<file path="config.mk">
export PLATFORM = sky130hd
export DESIGN_NAME = addsub_mp_sequencer
export DESIGN_NICKNAME = d
export VERILOG_FILES = /design/src/rtl/addsub_mp_sequencer.sv
export SDC_FILE = /design/constraint.sdc
export NUM_CORES = 1
export LEC_CHECK = 0
export BUFFER_PORTS_ARGS = -buffer_cell sky130_fd_sc_hd__clkbuf_2
export CORE_MARGIN = 1.5
export CORE_UTILIZATION = 30
export CTS_CLUSTER_DIAMETER = 100
export DETAILED_ROUTE_END_ITERATION = 6
export REMOVE_ABC_BUFFERS = 1
export SLEW_MARGIN = 20
export SYNTH_ARGS = -nofsm -noshare
export SYNTH_HDL_FRONTEND = slang
export SYNTH_SLANG_ARGS = --single-unit
</file>
<file path="constraint.sdc">
create_clock -name CLK -period 12.5 [get_ports CLK]
set_clock_uncertainty 0.15 [all_clocks]
set_input_delay 1.25 -clock CLK [delete_from_list [all_inputs] [get_ports CLK]]
set_output_delay 1.25 -clock CLK [all_outputs]
set_load 0.02 [all_outputs]
</file>
<file path="src/rtl/addsub_mp_sequencer.sv">
// -----------------------------------------------------------------------------
// addsub_mp_sequencer
//
// Purpose:
//   A multi-precision unsigned add/subtract sequencer. Two requesters share one
//   WIDTH-bit adder stage under round-robin arbitration. Each granted operation
//   runs over WORDS cycles, one word per cycle, least significant word first.
//   The carry is chained from word to word.
//
// Optional build macro:
//   ADDSUB_SAT_EN - when defined, the result saturates on the completion edge.
//                   An add with carry-out gives all ones. A subtract with
//                   borrow gives zero. cout is reported unchanged and the
//                   latency is the same in both builds.
//
// Ports:
//   CLK           clock, rising edge
//   RST           asynchronous active-high reset
//   req0/req1     level requests, held until the matching done pulse
//   op0/op1       0 = add, 1 = subtract (A - B)
//   a0,b0/a1,b1   WIDTH*WORDS-bit operands, captured at grant
//   gnt           one-hot current owner, 00 when idle
//   busy          high while an operation is running
//   res           result of the last completed operation (held)
//   cout          add: carry out; subtract: borrow (A < B)
//   done0/done1   one-cycle pulse: result for that port is valid on res/cout
// -----------------------------------------------------------------------------
module addsub_mp_sequencer #(
  parameter int WIDTH = 18,
  parameter int WORDS = 3
) (
  input  logic                     CLK,
  input  logic                     RST,
  input  logic                     req0,
  input  logic                     op0,
  input  logic [WIDTH*WORDS-1:0]   a0,
  input  logic [WIDTH*WORDS-1:0]   b0,
  input  logic                     req1,
  input  logic                     op1,
  input  logic [WIDTH*WORDS-1:0]   a1,
  input  logic [WIDTH*WORDS-1:0]   b1,
  output logic [1:0]               gnt,
  output logic                     busy,
  output logic [WIDTH*WORDS-1:0]   res,
  output logic                     cout,
  output logic                     done0,
  output logic                     done1
);

  localparam int N     = WIDTH * WORDS;
  localparam int IDX_W = (WORDS > 1) ? $clog2(WORDS) : 1;

  typedef enum logic {S_IDLE, S_RUN} state_t;

  state_t             r_state;
  state_t             w_state_next;

  logic [IDX_W-1:0]   r_idx;
  logic               r_carry;
  logic               r_last;      // 1 = port 1 was granted last
  logic               r_op;
  logic [N-1:0]       r_a;
  logic [N-1:0]       r_b;
  logic [N-1:0]       r_acc;
  logic [1:0]         r_gnt;
  logic               r_busy;
  logic [N-1:0]       r_res;
  logic               r_cout;
  logic               r_done0;
  logic               r_done1;

  logic               w_grant;
  logic               w_pick1;
  logic               w_complete;
  logic [WIDTH-1:0]   w_a_word;
  logic [WIDTH-1:0]   w_b_word;
  logic [WIDTH:0]     w_sum;
  logic               w_cout_final;
  logic [N-1:0]       w_result;
  logic [N-1:0]       w_res_final;

  // ---------------------------------------------------------------------------
  // FSM: state register and next-state / control decode
  // ---------------------------------------------------------------------------
  always_ff @(posedge CLK or posedge RST) begin
    if (RST) begin
      r_state <= S_IDLE;
    end else begin
      r_state <= w_state_next;
    end
  end

  always_comb begin
    w_state_next = r_state;
    w_grant      = 1'b0;
    w_pick1      = 1'b0;
    w_complete   = 1'b0;
    case (r_state)
      S_IDLE: begin
        if (req0 || req1) begin
          w_grant      = 1'b1;
          // On contention the port that was not served last wins.
          w_pick1      = (req0 && req1) ? ~r_last : req1;
          w_state_next = S_RUN;
        end
      end
      S_RUN: begin
        if (r_idx == IDX_W'(WORDS - 1)) begin
          w_complete   = 1'b1;
          w_state_next = S_IDLE;
        end
      end
      default: w_state_next = S_IDLE;
    endcase
  end

  // ---------------------------------------------------------------------------
  // Word select and shared adder stage
  // ---------------------------------------------------------------------------
  always_comb begin
    w_a_word = '0;
    w_b_word = '0;
    for (int k = 0; k < WORDS; k++) begin
      if (r_idx == IDX_W'(k)) begin
        w_a_word = r_a[k*WIDTH +: WIDTH];
        w_b_word = r_b[k*WIDTH +: WIDTH];
      end
    end
  end

  // Subtract is A + ~B + 1; the initial 1 comes from the carry seeded at grant.
  assign w_sum = {1'b0, w_a_word}
               + {1'b0, (r_op ? ~w_b_word : w_b_word)}
               + {{WIDTH{1'b0}}, r_carry};

  // For subtract, a final carry of 0 means a borrow occurred.
  assign w_cout_final = r_op ? ~w_sum[WIDTH] : w_sum[WIDTH];

  // Full result: the word being processed now comes straight from the adder,
  // the others from the accumulator.
  generate
    for (genvar gi = 0; gi < WORDS; gi++) begin : g_result
      assign w_result[gi*WIDTH +: WIDTH] =
        (r_idx == IDX_W'(gi)) ? w_sum[WIDTH-1:0] : r_acc[gi*WIDTH +: WIDTH];
    end
  endgenerate

  always_comb begin
    w_res_final = w_result;
`ifdef ADDSUB_SAT_EN
    if (w_cout_final) begin
      w_res_final = r_op ? '0 : '1;
    end
`else
`endif
  end

  // ---------------------------------------------------------------------------
  // Datapath and output registers
  // ---------------------------------------------------------------------------
  always_ff @(posedge CLK or posedge RST) begin
    if (RST) begin
      r_idx   <= '0;
      r_carry <= 1'b0;
      r_last  <= 1'b1;
      r_op    <= 1'b0;
      r_a     <= '0;
      r_b     <= '0;
      r_acc   <= '0;
      r_gnt   <= 2'b00;
      r_busy  <= 1'b0;
      r_res   <= '0;
      r_cout  <= 1'b0;
      r_done0 <= 1'b0;
      r_done1 <= 1'b0;
    end else begin
      r_done0 <= 1'b0;
      r_done1 <= 1'b0;
      if (w_grant) begin
        r_op    <= w_pick1 ? op1 : op0;
        r_a     <= w_pick1 ? a1 : a0;
        r_b     <= w_pick1 ? b1 : b0;
        r_carry <= w_pick1 ? op1 : op0;
        r_gnt   <= w_pick1 ? 2'b10 : 2'b01;
        r_last  <= w_pick1;
        r_idx   <= '0;
        r_busy  <= 1'b1;
      end else if (r_state == S_RUN) begin
        for (int k = 0; k < WORDS; k++) begin
          if (r_idx == IDX_W'(k)) begin
            r_acc[k*WIDTH +: WIDTH] <= w_sum[WIDTH-1:0];
          end
        end
        r_carry <= w_sum[WIDTH];
        r_idx   <= r_idx + IDX_W'(1);
        if (w_complete) begin
          r_res   <= w_res_final;
          r_cout  <= w_cout_final;
          r_done0 <= r_gnt[0];
          r_done1 <= r_gnt[1];
          r_gnt   <= 2'b00;
          r_busy  <= 1'b0;
          r_idx   <= '0;
        end
      end
    end
  end

  assign gnt   = r_gnt;
  assign busy  = r_busy;
  assign res   = r_res;
  assign cout  = r_cout;
  assign done0 = r_done0;
  assign done1 = r_done1;

endmodule
</file>
; ---- Word-level counts from Yosys, hierarchy flattened
; Index checks and enable logic that the tools add are counted.
[word_totals]
wordCells = 73
in_bits = 222
out_inout_bits = 60
ff_bits = 228
[classes]
muxes = 41
n_bitwise = 5
n_eq_ne = 2
n_addsub = 3
n_reduce_logical = 8
[ops]
columns = operator, count
row1 = 18-bit 2-to-1 mux, 10
row2 = 54-bit 2-to-1 mux, 2
row3 = 1-bit 2-to-1 mux, 21
row4 = 18-bit by 18-bit adder with 19-bit output, 1
row5 = 19-bit by 1-bit adder with 19-bit output, 1
row6 = 18-bit inverter, 1
row7 = 2-bit 2-to-1 mux, 7
row8 = 1-bit inverter, 4
row9 = 2-bit AND reduction, 2
row10 = 2-bit nonzero test, 2
row11 = 3-bit AND reduction, 1
row12 = "2-bit by 1-bit adder with 2-bit output, second input constant", 1
row13 = "2-bit by 1-bit == test with 1-bit output, second input constant", 1
row14 = "2-bit == test, second input constant", 1
row15 = 2-bit zero test, 1
row16 = 1-bit one-hot mux with 2 select lines, 1
row17 = 1-bit logical AND, 1
row18 = 1-bit logical OR, 1

; ---- Depth between registers and ports, before layout
; Gate-level depths: netlist of the first run.
[depth]
depth_word = 10
ltp_mapped = 17
mapped_depth_nobuf = 14

; ---- Worst setup path after synthesis of the first run
; No wires, ideal clock.
[synth_timing]
path_type = flip-flop to flip-flop
from = register r_idx[0]
to = register r_acc[16]
path_buffers = 3
setup_ps = 132
path_slack_ps = 8912
synth_period_minus_slack_ps = 3588
arrival_time_ps = 3307
t_required_ps = 12218
path_stages_with_launch = 18
path_cell_list = dfrtp_1 clkbuf_1 nor2b_1 clkbuf_1 clkbuf_1 nand2_1 o21ai_0 xnor2_1 fa_1 inv_1 fa_1 a21oi_1 o21ai_0 o2111ai_1 a31oi_1 a221oi_1 xor2_1 o21ai_0
[synth_via]
elab_chain_cells = 9
elab_cells_between_ends = 14
cone_classes = add/sub: 2 / eq/ne: 2 / mux: 8 / bitwise: 1 / reduce/logical: 1
[synth_lines]
columns = item, line
row1 = "start, declared", 58  ; logic [IDX_W-1:0] r_idx;
row2 = "start signal, assigned", 195  ; r_idx <= r_idx + IDX_W'(1);
row3 = 2-bit zero test, "124, 190"
row4 = 18-bit 2-to-1 mux (3 in a row), 124  ; if (r_idx == IDX_W'(k)) begin
row5 = 18-bit inverter, 133  ; + {1'b0, (r_op ? ~w_b_word : w_b_word)}
row6 = 18-bit 2-to-1 mux, 133
row7 = 18-bit by 18-bit adder with 19-bit output, 133
row8 = 19-bit by 1-bit adder with 19-bit output, 134  ; + {{WIDTH{1'b0}}, r_carry};
row9 = 18-bit 2-to-1 mux *, -
row10 = "end signal, assigned by index", 191  ; r_acc[k*WIDTH +: WIDTH] <= w_sum[WIDTH-1:0];
row11 = "end, declared", 64  ; logic [N-1:0] r_acc;
; Mark *: on every way between the ends. The rest lies on a longest branch, timed or not.
; A chain may end at the register's enable or synchronous reset.

; ---- Worst setup path after layout of the first run
[layout_timing]
from = register r_idx[1]
to = register r_acc[16]
; The elaborated chain is that of the path after synthesis.

==> results of run 1 <==
## per-layer routing
metal | vias to the layer above | global-route usage [%] | wire (um)
met2 | 318 | 26.7 | 13600
met5 | - | 0 | 0
met1 | 4103 | 24.3 | 13900
met3 | 42 | 2.41 | 1680
met4 | 0 | 4.62 | 667
li1 | 4235 | - | -
## final cells by class
class | count | area [sq um]
Tap cell | 448 | 561
Fill cell | 3460 | 20600
Sequential cell | 210 | 5260
Clock inverter | 11 | 168
Inverter | 94 | 360
Clock buffer | 33 | 696
Multi-Input combinational cell | 682 | 4220
Timing Repair Buffer | 291 | 1480
## flip-flops by register name, indices dropped and copies added, names as in the netlist
| register | count |
|---|---|
| r_idx | 2 |
| done1 | 1 |
| r_carry | 1 |
| r_a | 54 |
| cout | 1 |
| done0 | 1 |
| res | 54 |
| busy | 1 |
| r_last | 1 |
| r_op | 1 |
| r_acc | 36 |
| r_b | 54 |
| r_state | 1 |
| gnt | 2 |
## worst paths after layout
kind	to	slack [ns]
setup / recovery	r_acc[16]$_DFFE_PP0P_	7.87
hold / removal	res[3]$_DFFE_PP0P_	0.31
setup reg to reg	r_acc[16]$_DFFE_PP0P_	7.87
hold reg to reg	res[3]$_DFFE_PP0P_	0.31
max in group asynchronous	r_b[16]$_DFFE_PP0P_	10.25
min in group asynchronous	res[19]$_DFFE_PP0P_	0.64
## kinds of logic (layout without fill, tap and decap cells)
group / count (synthesis) / count (layout) / synth area share (%)
xor gates and xnor gates: 30 / 30 / 2.60
and+or+nand+nor: 302 / 302 / 12.0
buffers and inverters: 175 / 429 / 6.55
adders and majority gates: 19 / 19 / 2.50
DFF: 210 / 210 / 52.0
AOI/OAI and AO/OA: 289 / 289 / 20.1
muxes: 42 / 42 / 4.21
## worst max-delay path, delay by kind of cell, from the launching register on
family	cells	cell delay, ns
compound gates	7	1.37
buf+inv	1	0.07
fa+ha+maj	2	0.70
xor+xnor	2	0.40
flops	1	0.83
simple gates	2	0.95
## report_power, final
part           internal [uW]  total, uW  switching (uW)  leakage (uW)
clock network            473        754             281      0.000419
registers               1020       1250             228       0.00260
logic                    880       2310            1430       0.00366
total                   2370       4310            1940       0.00669
## per-stage QoR
stage                     util (%)  hold WS [ns]  worst slack [ns]  instances
after CTS                     38.2         0.314              7.75       1769
after global routing          38.2         0.343              7.34       1769
after global placement        35.6         0.299              7.74       1725
final                         38.2         0.310              7.87       1769
after floorplan                  -         0.283              5.36        986
after detailed placement      35.6         0.299              7.75       1725
## cell usage in the layout (no fill, tap or decap), drive strengths merged, types with 2 or more instances in the layout
cell        n
ha         17
a31o        2
mux2i      38
clkinv      3
a211o       2
a222oi     87
a211oi      3
fa          2
xor2        4
o21ai     105
mux2        4
bufinv      4
nand3       5
nand2b      2
a21boi      4
o31ai       3
or2         5
a31oi       2
inv        96
clkinvlp    2
clkbuf    314
buf        10
and3        7
nor2b       2
a221oi      2
o21a        9
a21o        9
xnor2      26
nor2       62
nor3        6
and2        2
dfrtp     209
a21oi      52
nand4       2
nand2     204
o2111ai     2
==> flow_summary.yaml, run 1 <==
logic_synthesis:
  synth.top_cell.area_share_pct: 51.7
  yosys.area.top_type: "dfrtp_1"
  synthFlopType: "dfrtp_1"
  async_flop_share_pct: 100
  synth_cell_types: 50
  ys_warn_count: 0
  yosysSeqAreaShare_pct: 52.0
  synth_common_cells: "dfrtp_1, nand2_1, o21ai_0"
  synth-edff-count: 0
  postSynthCellCount: 1067
  netlist_area_sq_um: 10100
  synth_area_leaders: "dfrtp_1, a222oi_1, nand2_1, o21ai_0, mux2i_1"
  avgSynthCellArea_sq_um: 9.47
  post-synth-top-count-cell: "dfrtp_1"
  synth_seq_cells: 210
run_status:
  violations: "design-rule violations"
  status: "complete, but fails checks"
floorplan:
  num_rows: 67
  ios: 282
  die_y_um: 187
  initial_core_util_pct: 30.3
  die_x_um: 187
  core_area_sq_um: 33400
  dieArea_sq_um: 34800
min_path:
  hp-start: "res[3]$_DFFE_PP0P_"
  hold_path.class: "reg2reg"
  holdPathStages: 2
setup_path:
  worstSetupPathType: "reg2reg"
  cp-end-kind: "register"
  cp_data_required_time_ns: 12.73
  path_cells: "nor2b_4, nand2_1, o21ai_0, xnor2_1, fa_1, inv_1, fa_1, a21oi_1, o21ai_0, o2111ai_1, a31oi_1, a221oi_1, xor2_1, o21ai_0"
  cpMaxStageDelayCell: "nor2b_4"
  start_kind: "register"
  critPathMaxFanout: 44
  worstReg2RegStart: "r_idx[1]$_DFFE_PP0P_"
  reg2reg_depth: 14
  worst_ep_arrival_time_ns: 4.86
  crit_start: "r_idx[1]$_DFFE_PP0P_"
  slowest_delay_ns: 0.85
  crit_path_frequent_cell: "o21ai_0"
timing:
  fin_crit_ns: 4.63
  rsz0062_at_grt: "no"
  timing.fmax_mhz: 216
  drv_slew: 0
  hold_viol: 0
  relSlewSlack_pct: 31.8
  finalCritPeriodShare_pct: 37.0
  setup_tns_ns: 0
  tightest_slew_ns: 1.02
  setup_viol_count_final: 0
cts:
  cts_tree: "done"
  cts-buffers-inserted: 25
  cts.sinks: 210
  hold_buffers: 0
  cts_root_buf: "clkbuf_16"
  clkLatencyLatePin_ns: 0.52
  cts_resized: 0
  clk_pin_slew_ns: 0.06
  cts_setup_buffers: 0
  htree_levels: 1
  clock_tree.buffer_depth: 3
placed_design:
  place_hpwl_um: 21300
  place_area_sq_um: 11900
  port_buffers: 281
  place_congestion: 0.887
routing:
  drc: 2
  via_per_inst: 4.92
  vias: 8698
  drtIter0Drc: 750
  drt-wirelength-per-cell_um: 16.8
  first_pass_iters: 7
  routed_wirelength_um: 29800
  ant_nets: 0
pwr:
  leakage_uw: 0.00669
  ir_drop_uv: 114
  powerDensity_nw_per_um2: 338
  power_uw: 4310
global_routing:
  grt_overflow_total: 0
  grt_pass1_vias: 8580
  grt_max_degree: 86
  antenna_found_initial: 0
  grt_pass1_wl_um: 47500
  track_usage_pct: 16.9
layout:
  drive_gt1_share_pct: 26.9
  nNetsFinal: 1545
  design_area_sq_um: 12700
  num_antenna_cells: 0
  area_delta_synth_final_pct: 26.1
flow_run:
  cap_violations: 0
Note: power is estimated with default switching activity, not from simulation.
==> run 2: changes to the inputs <==
--- a/config.mk
+++ b/config.mk
@@ -5,6 +5,7 @@
 export SDC_FILE = /design/constraint.sdc
 export NUM_CORES = 1
 export LEC_CHECK = 0
+export ABC_AREA = 1
 export BUFFER_PORTS_ARGS = -buffer_cell sky130_fd_sc_hd__clkbuf_2
 export CORE_MARGIN = 1.5
 export CORE_UTILIZATION = 30
==> constraint.sdc (replaced) <==
create_clock -name CLK -period 4.02 [get_ports CLK]
set_clock_uncertainty 0.15 [all_clocks]
set_input_delay 0.402 -clock CLK [delete_from_list [all_inputs] [get_ports CLK]]
set_output_delay 0.402 -clock CLK [all_outputs]
set_load 0.02 [all_outputs]
==> run 2 against run 1 <==
Die area is 5.2% higher; cell area is 20% higher; core utilization is 5.7 points higher; highest routed layer unchanged; the run now ends clean; wire length is 25% higher.
==> flow_summary.yaml, run 2 <==
setup_path:
  cp_data_required_time_ns: 4.31
  start_kind: "register"
  worst_ep_arrival_time_ns: 3.92
  cp-end-kind: "register"
  worstSetupPathType: "reg2reg"
  critPathMaxFanout: 14
logic_synthesis:
  synth.top_cell.area_share_pct: 49.1
  synth_cell_types: 38
  ys_warn_count: 0
  netlist_area_sq_um: 10600
  synth_common_cells: "nand2_1, dfrtp_1, nand3_1"
  synth-edff-count: 0
  yosys.area.top_type: "dfrtp_1"
  async_flop_share_pct: 100
  postSynthCellCount: 1355
  synth_seq_cells: 210
  synthFlopType: "dfrtp_1"
  yosysSeqAreaShare_pct: 49.4
  synth_area_leaders: "dfrtp_1, nand2_1, nand3_1, o21ai_0, inv_1"
  avgSynthCellArea_sq_um: 7.85
  post-synth-top-count-cell: "nand2_1"
placed_design:
  place_hpwl_um: 25400
  place_area_sq_um: 12500
  dp.cells: 2040
  place_ws_ns: 0.440
  port_buffers: 281
  place_congestion: 0.853
cts:
  cts-buffers-inserted: 24
  cts_tree: "done"
  clkLatencyLatePin_ns: 0.52
  cts_root_buf: "clkbuf_16"
  clk_pin_slew_ns: 0.06
  clock_tree.buffer_depth: 3
  cts_resized: 0
  cts.sinks: 210
  cts_setup_buffers: 0
  htree_levels: 1
layout:
  drive_gt1_share_pct: 20.6
  mostFrequentLayoutCells: "nand2_1, clkbuf_2, dfrtp_1"
  fin_cells: 2268
  final_common_cell: "nand2_1"
  design_area_sq_um: 15200
  nNetsFinal: 2038
  num_antenna_cells: 0
  area_delta_synth_final_pct: 43.2
floorplan:
  die_x_um: 191
  initial_core_util_pct: 30.7
  ios: 282
  dieArea_sq_um: 36600
  die_y_um: 191
  core_area_sq_um: 34700
  num_rows: 68
timing:
  fin_ws_ns: 0.395
  setup_viol_count_final: 0
  whs_ns: 0.0144
  finalCritPeriodShare_pct: 90.2
  hold_viol: 0
  relSlewSlack_pct: 38.5
  fin_crit_ns: 3.62
  rsz0062_at_grt: "no"
  timing.fmax_mhz: 276
  tightest_slew_ns: 0.921
  drv_slew: 0
pwr:
  powerDensity_nw_per_um2: 1100
  ir_drop_uv: 526
  leakage_uw: 0.00766
run_status:
  status: "finished, final reports clean"
routing:
  via_per_inst: 4.78
  drc: 0
  first_pass_iters: 5
  drtIter0Drc: 549
  vias: 10800
  drt-wirelength-per-cell_um: 16.4
  routed_wirelength_um: 37200
  ant_nets: 0
global_routing:
  grt_overflow_total: 0
  antenna_found_initial: 0
  track_usage_pct: 20.5
  grt_pass1_wl_um: 58900
  grt_pass1_vias: 11200
  grt_max_degree: 122
flow_run:
  cap_violations: 0
min_path:
  hold_path.class: "in2reg"
## run 2: cell count changes after synthesis, sizes merged, moves of 11 or more
cell	delta
buf	+24
xor2	+15
nand3	+127
nand2	+311
o22ai	+18
o21ai	-16
xnor2	-20
mux2i	-33
nor2	-11
o211ai	+23
clkbuf	-32
a222oi	-87
## run 2: cells by family after synthesis
kind of cell	after synthesis	share of synthesized area, %
buffers and inverters	173	6.58
and+or+nand+nor	720	27.8
xor gates and xnor gates	25	2.06
adders and majority gates	19	2.37
muxes	10	0.999
DFF	210	49.4
AOI/OAI and AO/OA	198	10.8
## run 2: path summary, 6_finish.rpt
| kind | start | to | slack [ns] | depth (start not counted) |
|---|---|---|---|---|
| max in group asynchronous | RST | r_a[10]$_DFFE_PP0P_ | 2.31 | 4 |
| min in group asynchronous | RST | res[3]$_DFFE_PP0P_ | 0.42 | 3 |
| hold reg to reg | r_acc[2]$_DFFE_PP0P_ | r_acc[2]$_DFFE_PP0P_ | 0.32 | 2 |
| setup reg to reg | r_idx[1]$_DFFE_PP0P_ | r_acc[14]$_DFFE_PP0P_ | 0.40 | 12 |
| hold / removal | a1[36] | r_a[36]$_DFFE_PP0P_ | 0.01 | 3 |
| setup / recovery | r_idx[1]$_DFFE_PP0P_ | r_acc[14]$_DFFE_PP0P_ | 0.40 | 12 |
## run 2: worst max-delay path, cell delays in order, from the launching register on
cell,delay [ns]
dfrtp_1,0.58
inv_2,0.14
nor2_4,0.24
inv_2,0.26
o211ai_1,0.39
xor2_1,0.12
ha_1,0.41
a21oi_1,0.30
o21ai_0,0.21
a21oi_1,0.24
nand3_1,0.16
and2_1,0.20
o21ai_0,0.13
## run 2: report_power, final
part,internal (uW),total [uW],switching [uW]
Combinational,3970,10500,6510
Sequential,3250,3880,626
Clock,1440,2350,907
## run 2: what timing repair did
action / CTS / global route
endpoints found under the hold margin: 216 / 0
hold buffers: 186 / 0
endpoints found under the setup margin: 0 / 0
## run 2: routing by layer
layer	share of wire, %	global-route usage (%)	wire length (um)	vias to the layer above
li1	-	-	-	5271
met1	44	27.4	16500	5121
met2	47	33.7	17300	358
met3	5.0	2.52	1860	83
met4	4.0	7.93	1490	0
met5	0	0	0	-
## run 2: layout make-up
class | count | area [sq um]
Inverter | 100 | 384
Clock buffer | 31 | 677
Sequential cell | 210 | 5260
Timing Repair Buffer | 489 | 3470
Tap cell | 455 | 569
Multi-Input combinational cell | 972 | 4710
Clock inverter | 11 | 176
Fill cell | 3527 | 19500
## run 2: stage by stage
step | power [uW] | utilization [%] | TNS, ns
5_1_grt | 18300 | 43.9 | 0
2_1_floorplan | 10200 | - | -511.91
4_1_cts | 16800 | 43.9 | 0
3_3_place_gp | 13300 | 36.1 | 0
3_5_place_dp | 13400 | 36.1 | 0
6_report | 16700 | 43.9 | 0
==> run 3: changes to the inputs <==
--- a/config.mk
+++ b/config.mk
@@ -7,6 +7,7 @@
 export LEC_CHECK = 0
 export ABC_AREA = 1
 export BUFFER_PORTS_ARGS = -buffer_cell sky130_fd_sc_hd__clkbuf_2
+export CORE_ASPECT_RATIO = 0.7
 export CORE_MARGIN = 1.5
 export CORE_UTILIZATION = 30
 export CTS_CLUSTER_DIAMETER = 100
==> run 3 against run 2 <==
Sequential power is 2% higher; fmax is 0.10% higher; cell area is 0.38% lower; clock power is 10% lower; clock-buffer cell count stayed put; combinational power hardly changed; wire length is 1.6% higher; critical path depth is 3 higher; via count is 0.59% higher; sequential cell count stayed put; sequential share of layout area is 0.13 points higher; first-iteration DRC count is 57% higher.
==> flow_summary.yaml, run 3 (same netlist as run 2, synthesis figures left out) <==
global_routing:
  grt_pass1_vias: 11000
  grt_max_degree: 114
  antenna_found_initial: 0
  grt_overflow_total: 0
  track_usage_pct: 20.7
  grt_pass1_wl_um: 60400
routing:
  drt-wirelength-per-cell_um: 16.5
  vias: 10900
  drtIter0Drc: 861
  via_per_inst: 4.76
  routed_wirelength_um: 37800
  ant_nets: 0
  first_pass_iters: 5
  drc: 0
layout:
  area_delta_synth_final_pct: 42.7
  fin_cells: 2289
  nNetsFinal: 2042
  drive_gt1_share_pct: 20.4
  mostFrequentLayoutCells: "nand2_1, clkbuf_2, dfrtp_1"
  final_common_cell: "nand2_1"
  fillerInstances: 3500
  num_antenna_cells: 0
  design_area_sq_um: 15200
cts:
  cts_root_buf: "clkbuf_16"
  htree_levels: 1
  clock_tree.buffer_depth: 3
  clk_pin_slew_ns: 0.06
  cts.sinks: 210
  cts_setup_buffers: 0
  cts_tree: "done"
  cts-buffers-inserted: 23
  clkLatencyLatePin_ns: 0.54
placed_design:
  place_hpwl_um: 26400
  place_area_sq_um: 12600
  dp.cells: 2060
  place_congestion: 0.964
  port_buffers: 281
timing:
  whs_ns: 0.0174
  fin_crit_ns: 3.62
  setup_viol_count_final: 0
  tightest_slew_ns: 0.995
  timing.fmax_mhz: 276
  finalCritPeriodShare_pct: 90.1
  drv_slew: 0
  hold_viol: 0
  rsz0062_at_grt: "no"
  relSlewSlack_pct: 33.6
setup_path:
  cp-end-kind: "register"
  cp_data_required_time_ns: 4.28
  r2r_slack_ns: 0.40
  start_kind: "register"
  worstSetupPathType: "reg2reg"
  critPathMaxFanout: 21
  worst_ep_arrival_time_ns: 3.89
floorplan:
  dieArea_sq_um: 36600
  die_y_um: 161
  ios: 282
  num_rows: 57
  initial_core_util_pct: 30.6
  die_x_um: 228
  core_area_sq_um: 34800
pwr:
  leakage_uw: 0.00764
  switching_share_pct: 48.6
  ir_drop_uv: 566
  p_switching_uw: 8010
  combinationalPowerShare_pct: 63.3
  seqPwrFrac_pct: 23.9
  p_clk_share_pct: 12.8
  power.internal_uw: 8460
  powerDensity_nw_per_um2: 1080
min_path:
  hold_path.class: "in2reg"
run_status:
  status: "finished, final reports clean"
flow_run:
  cap_violations: 0
-- run 3: changes by cell type in the layout (fill, tap and decap cells not counted), sizes merged --
cell,previous run,this run
buf,22,25
bufinv,4,2
dlygate4sd3,186,188
clkinvlp,4,1
inv,98,99
clkinv,5,8
-- run 3: power by group through the flow --
stage	logic, uW	clock network [uW]	registers (uW)
after floorplan	6120	0	4080
after global placement	9290	0	3980
after detailed placement	9390	0	3970
after CTS	10400	2150	3940
after global routing	11700	2240	4060
final	10400	2110	3940
-- run 3: routing by layer --
metal	wire (um)	track usage [%]	vias to the layer above
li1	-	-	5303
met1	17500	29.2	5175
met2	17000	33.0	371
met3	2530	4.08	48
met4	754	4.61	0
met5	0	0	-
-- run 3: repair_timing --
action	in CTS	in global routing
resized for setup	0	0
hold endpoints to repair	135	0
hold buffers	188	0
-- run 3: final cells by class --
class | instances | area [sq um] | share of cell area (%)
Clock inverter | 10 | 106 | 0.700
Clock buffer | 31 | 626 | 4.12
Timing Repair Buffer | 494 | 3510 | 23.1
Inverter | 100 | 384 | 2.53
Sequential cell | 210 | 5260 | 34.6
Tap cell | 472 | 591 | 3.89
Multi-Input combinational cell | 972 | 4710 | 31.0
-- run 3: path summary, 6_finish.rpt --
check                                           from                   to  depth (start not counted)
worst max-delay path            r_idx[1]$_DFFE_PP0P_  res[53]$_DFFE_PP0P_                         15
worst min-delay path                          a1[37]  r_a[37]$_DFFE_PP0P_                          3
worst max register to register  r_idx[1]$_DFFE_PP0P_  res[53]$_DFFE_PP0P_                         15
worst min register to register    r_last$_DFFE_PP1P_   r_last$_DFFE_PP1P_                          2
max in group asynchronous                        RST  r_a[34]$_DFFE_PP0P_                          4
min in group asynchronous                        RST  r_b[38]$_DFFE_PP0P_                          3
-- run 3: critical path, stage by stage, from the launching register on --
cell	delay (ns)
dfrtp_1	0.51
nor2_4	0.31
buf_4	0.35
inv_1	0.32
o22ai_1	0.25
nor2_1	0.07
ha_1	0.40
nand2_1	0.12
nor2_1	0.22
nand3_1	0.16
nand3_1	0.18
nand2_1	0.09
nand3_1	0.12
nand3_1	0.09
o21ai_0	0.11
inv_1	0.05
-- run 3: stage by stage --
| stage | utilization, % | setup WS (ns) | TNS, ns | total power (uW) |
|---|---|---|---|---|
| floorplan | - | -2.27 | -511.91 | 10200 |
| global placement | 36.1 | 0.641 | 0 | 13300 |
| detailed placement | 36.1 | 0.464 | 0 | 13400 |
| CTS | 43.6 | 0.442 | 0 | 16500 |
| global route | 43.6 | 0.0949 | 0 | 18000 |
| finish | 43.6 | 0.399 | 0 | 16500 |
